## config.mk

```make
export PLATFORM = sky130hd
export DESIGN_NAME = pc_ctx_sched
export DESIGN_NICKNAME = d
export VERILOG_FILES = /design/src/rtl/pc_ctx_sched.sv
export SDC_FILE = /design/constraint.sdc
export NUM_CORES = 1
export LEC_CHECK = 0
export BUFFER_PORTS_ARGS = -buffer_cell sky130_fd_sc_hd__buf_2
export CAP_MARGIN = 30
export CELL_PAD_IN_SITES_DETAIL_PLACEMENT = 1
export CELL_PAD_IN_SITES_GLOBAL_PLACEMENT = 1
export CORE_MARGIN = 2
export CORE_UTILIZATION = 47
export CTS_BUF_LIST = sky130_fd_sc_hd__clkbuf_2
export DETAILED_ROUTE_END_ITERATION = 8
export PLACE_DENSITY_LB_ADDON = 0.1
export SETUP_SLACK_MARGIN = 0.15
export SLEW_MARGIN = 20
export SYNTH_ARGS = -nofsm -noshare
export SYNTH_HDL_FRONTEND = slang
export SYNTH_SLANG_ARGS = --single-unit
```

## constraint.sdc

```tcl
create_clock -name CLK -period 6.7 [get_ports CLK]
set_input_delay 0 -clock CLK [delete_from_list [all_inputs] [get_ports CLK]]
set_output_delay 0 -clock CLK [all_outputs]
set_load 0.005 [all_outputs]
```

## src/rtl/pc_ctx_sched.sv

```systemverilog
// Multi-context PC with preemptive round-robin time slicing into a kernel scheduler.
// Optional statistics counters (sw_count, stall_cycles) are enabled by defining PC_SCHED_STATS_EN.
module pc_ctx_sched #(
  parameter int            AW         = 32,
  parameter int            NUM_CTX    = 4,
  parameter int            QUANTUM    = 10,
  parameter logic [AW-1:0] KERNEL_PC  = 32'h0,
  parameter logic [AW-1:0] CTX_BASE   = 32'h400,
  parameter logic [AW-1:0] CTX_STRIDE = 32'h400,
  localparam int           CTXW       = (NUM_CTX > 1) ? $clog2(NUM_CTX) : 1
) (
  input  logic               CLK,
  input  logic               reset,
  input  logic [AW-1:0]      pc_next,
  input  logic               pc_valid,
  input  logic               io_stall,
  input  logic               sched_ret,
  input  logic [NUM_CTX-1:0] ctx_valid,
  input  logic               ld_en,
  input  logic [CTXW-1:0]    ld_ctx,
  input  logic [AW-1:0]      ld_pc,
`ifdef PC_SCHED_STATS_EN
  output logic [31:0]        sw_count,
  output logic [31:0]        stall_cycles,
`endif
  output logic [AW-1:0]      pc_out,
  output logic [CTXW-1:0]    cur_ctx,
  output logic               user_mode,
  output logic               ctx_switch,
  output logic               idle
);

  localparam int CW = $clog2(QUANTUM + 1);

  typedef enum logic [1:0] {USER, KERNEL, STALL} state_t;

  state_t          r_state;
  state_t          r_prior;
  state_t          w_eff;
  logic [CW-1:0]   r_count;
  logic [AW-1:0]   r_slot [NUM_CTX];
  logic [CTXW-1:0] w_nxt;
  logic            w_found;
  logic            w_restore;

  // Leaving STALL behaves exactly like the state it interrupted, so decode on that.
  always_comb begin
    w_eff = (r_state == STALL) ? r_prior : r_state;
  end

  always_comb begin
    logic [CTXW-1:0] idx;
    w_found = 1'b0;
    w_nxt   = '0;
    idx     = '0;
    for (int unsigned i = 1; i <= NUM_CTX; i++) begin
      idx = CTXW'((32'(cur_ctx) + i) % NUM_CTX);
      if (!w_found && ctx_valid[idx]) begin
        w_found = 1'b1;
        w_nxt   = idx;
      end
    end
  end

  assign w_restore = !io_stall && (w_eff == KERNEL) && sched_ret && w_found;

  always_ff @(posedge CLK or posedge reset) begin
    if (reset) begin
      r_state    <= USER;
      r_prior    <= USER;
      r_count    <= '0;
      pc_out     <= CTX_BASE;
      cur_ctx    <= '0;
      user_mode  <= 1'b1;
      ctx_switch <= 1'b0;
      idle       <= 1'b0;
      for (int unsigned i = 0; i < NUM_CTX; i++)
        r_slot[i] <= CTX_BASE + AW'(i) * CTX_STRIDE;
    end else begin
      ctx_switch <= 1'b0;
      if (ld_en && (32'(ld_ctx) < NUM_CTX))
        r_slot[ld_ctx] <= ld_pc;
      if (io_stall) begin
        r_state <= STALL;
        r_prior <= w_eff;
      end else if (w_eff == USER) begin
        r_state <= USER;
        if (pc_valid) begin
          if (r_count == CW'(QUANTUM - 1)) begin
            // Later assignment lets the quantum save override a same-slot kernel load.
            r_slot[cur_ctx] <= pc_next;
            pc_out          <= KERNEL_PC;
            user_mode       <= 1'b0;
            r_count         <= '0;
            r_state         <= KERNEL;
          end else begin
            pc_out  <= pc_next;
            r_count <= r_count + 1'b1;
          end
        end
      end else begin
        r_state <= KERNEL;
        if (w_restore) begin
          pc_out     <= r_slot[w_nxt];
          cur_ctx    <= w_nxt;
          user_mode  <= 1'b1;
          ctx_switch <= 1'b1;
          idle       <= 1'b0;
          r_state    <= USER;
        end else if (sched_ret) begin
          idle <= 1'b1;
        end else if (pc_valid) begin
          pc_out <= pc_next;
        end
      end
    end
  end

`ifdef PC_SCHED_STATS_EN
  always_ff @(posedge CLK or posedge reset) begin
    if (reset) begin
      sw_count     <= '0;
      stall_cycles <= '0;
    end else begin
      if (w_restore)
        sw_count <= sw_count + 32'd1;
      if ((r_state == STALL) && (stall_cycles != '1))
        stall_cycles <= stall_cycles + 32'd1;
    end
  end
`endif

endmodule
```

==> flow_metrics.py <==
metrics = {
    "routing": {
        "post-route-drc-count": 0,
        "wl_per_cell_um": 22.5,
        "vias": 7883,
        "initialDrtViolationCount": 416,
        "drtAntennaViolNets": 0,
        "wl_um": 29900,
        "dr.pass1.iters": 5,
        "vias_per_cell": 5.92,
    },
    "synth": {
        "syn_inst": 839,
        "ys_types": 45,
        "synth_seq_cells": 173,
        "synth_area_mm2": 0.00886,
        "yosysTopAreaCell": "dfrtp_1",
        "syn_nets": 919,
        "synth_area_leaders": "dfrtp_1 47%, mux2i_1 22%, o21ai_1 7.4%",
        "synth_edf_count": 0,
        "synth_top_area_share_pct": 46.9,
        "yosys_most_used_dff": "dfrtp_1",
        "avgSynthCellArea_um2": 10.6,
        "ys_async_sr_fraction_pct": 100,
        "synth-seq-area-share_pct": 49.0,
        "yosysWarnings": 0,
    },
    "timing": {
        "finalCritPeriodShare_pct": 56.8,
        "rsz0062_at_grt": "no",
        "tightest_slew_ps": 1030,
        "post-route-min-period_ps": 3810,
        "finalSetupViolations": 0,
        "timing.hold.ws_ps": 64.4,
        "finClkSkew_ps": 30.2,
        "max_slew_margin_pct": 31.6,
        "fin_ws_ps": 2890,
        "fmaxAchievable_mhz": 263,
        "hold_viol": 0,
        "finalSetupTns_ps": 0,
        "report.final.slew_viol_count": 0,
    },
    "power": {
        "total_leakage_power_nw": 5.34,
        "p_comb_share_pct": 43.7,
        "switching_share_pct": 38.6,
        "internal-power_w": 0.00253,
        "p_per_area_mw_per_mm2": 359,
        "clkPwrFrac_pct": 14.3,
        "peakVddDrop_v": 0.000243,
        "seqPwrFrac_pct": 42.0,
        "p_sw_w": 0.00159,
    },
    "layout": {
        "multi_input_area_mm2": 0.00420,
        "nNetsFinal": 1164,
        "ff_latch_area_mm2": 0.00434,
        "nFillCells": 2017,
        "final_common_cell": "mux2i_1",
        "layout_common_cells": "192 x mux2i_1, 167 x dlygate4sd3_1, 166 x dfrtp_1, 133 x nand2_1, 131 x o21ai_1",
        "design_area_mm2": 0.0115,
        "drive_gt1_share_pct": 16.6,
        "area_delta_synth_final_pct": 29.7,
    },
    "floorplan": {
        "std_cell_rows": 50,
        "die_w_um": 141,
        "die-area_mm2": 0.0200,
        "io_pins": 113,
        "fp.dieH_um": 141,
        "initial_core_util_pct": 47.7,
        "fp.coreArea_mm2": 0.0186,
    },
    "global_route": {
        "antenna_found_initial": 1,
        "grt_pass1_wl_um": 47700,
        "grt_start_max_net_pins": 67,
        "grt_pass1_vias": 8794,
        "grt.total_usage_pct": 30.9,
        "grt_remaining_overflow": 0,
    },
    "clock_tree": {
        "cts_sinks": 173,
        "cts_tree": "done",
        "h-tree-depth": 4,
        "path_clk_slew_ps": 260,
        "root_buffer": "clkbuf_2",
        "clock_latency_ps": 780,
        "cts_setup_buffers": 0,
        "cts_buffers": 17,
        "cts_max_path_buffers": 2,
    },
    "setup_path": {
        "startpoint_type": "flip-flop",
        "slowest_stage": "dfrtp_1",
        "arrival_ps": 4450,
        "crit_chain": "inv_1 -> ha_1 -> mux4_2 -> nor2_2 -> o21ai_1 -> and3_4 -> buf_4 -> mux2i_1 -> o221ai_1",
        "worst-path-max-fanout": 38,
        "worstSetupPathType": "reg -> reg",
        "required_ps": 7350,
        "endpoint_kind": "flip-flop",
        "reg2reg_depth": 9,
        "cpPeakStageDelay_ps": 830,
    },
    "hold_path": {
        "hold_path.class": "in -> reg",
        "min_path_cells": 4,
    },
    "job": {
        "max-cap-violations": 0,
    },
    "placement": {
        "port_buffers": 112,
        "hpwl_um": 15700,
        "place_area_mm2": 0.00957,
        "gp_congestion": 0.808,
        "dp_worst_setup_slack_ps": 2980,
    },
    "status": {
        "outcome": "finished clean",
    },
}
## metal layers
layer | GRT usage, % | share of wire [%]
met5 | 0 | 0
met4 | 9.84 | 2.1
met3 | 5.57 | 3.9
met2 | 54.8 | 52
met1 | 38.4 | 42
## cells in the mapped netlist, drive strengths merged (2+ instances only)
master and number:
o21a 2, nand2 133, or2 2, a22oi 32
o21bai 2, dfstp 7, nor2b 5, nand2b 2
o21ai 134, nor2 7, clkbuf 25, ha 4
mux4 4, nor3b 3, mux2i 192, inv 8
and2 4, nand3 3, nor3 3, dfrtp 166
o221ai 33, buf 42, a21oi 8, xnor2 2
nand3b 4
## layout make-up
cell class                 count  share of cell area (%)
clock inverter                13                    1.30
inverter                       8                   0.305
antenna                        1                  0.0218
timing repair buffer         293                    20.7
sequential                   173                    37.7
tap                          234                    2.55
multi-input combinational    591                    36.6
clock buffer                  19                   0.827
## logic make-up (layout without fill, tap and decap cells)
kind of cell             Yosys count  in the layout  share of synthesized area (%)
flip-flops                       173            173                           49.0
XOR/XNOR                           3              3                          0.297
AND/OR/NAND/NOR                  169            169                           8.12
multiplexers                     196            196                           22.7
other                              0              1                              0
buffers and inverters             75            333                           4.01
AO/OA/AOI/OAI                    219            219                           15.3
adder cells (fa/ha/maj)            4              4                          0.565
## power by group through the flow
stage / Combinational (W) / Clock [W] / Sequential (W)
after detailed placement: 0.00160 / 0 / 0.00173
after CTS: 0.00176 / 0.000597 / 0.00171
after floorplan: 0.00123 / 0 / 0.00165
after global placement: 0.00150 / 0 / 0.00171
final: 0.00180 / 0.000589 / 0.00173
after global routing: 0.00195 / 0.000645 / 0.00177
## final timing paths
check / from / to / slack (ps)
max: cur_ctx[0] / pc_out[15] / 2890
min: ld_pc[11] / r_slot[43] / 60
max reg2reg: cur_ctx[0] / pc_out[15] / 2890
min reg2reg: user_mode / user_mode / 510
max in group asynchronous: reset / r_slot[1] / 5100
min in group asynchronous: reset / r_slot[92] / 360
## critical path: cells and delay by family, from the launching register on
family                   cells  cell delay, ps
AO/OA/AOI/OAI                2             260
adder cells (fa/ha/maj)      1             490
buffers and inverters        2             840
flip-flops                   1             830
multiplexers                 2             600
AND/OR/NAND/NOR              2             650
## flip-flops by register name (all words and copies together), names as in the netlist
register and cells:
idle 1, cur_ctx 2, pc_out 32, r_state 2, r_prior 2, r_slot 128, user_mode 1, ctx_switch 1
r_count 4
## what timing repair did
action	in CTS	in global routing
endpoints found under the hold margin	346	4
resized for setup	0	0
hold buffers	163	4
## metrics by stage
stage	std cells	util, %	power, W
after CTS	1327	61.6	0.00407
after global routing	1332	61.9	0.00437
final	1332	61.9	0.00412
after detailed placement	1132	51.5	0.00333
after floorplan	839	-	0.00288
after global placement	1130	51.2	0.00320
Power figures use the tool's default switching activity.
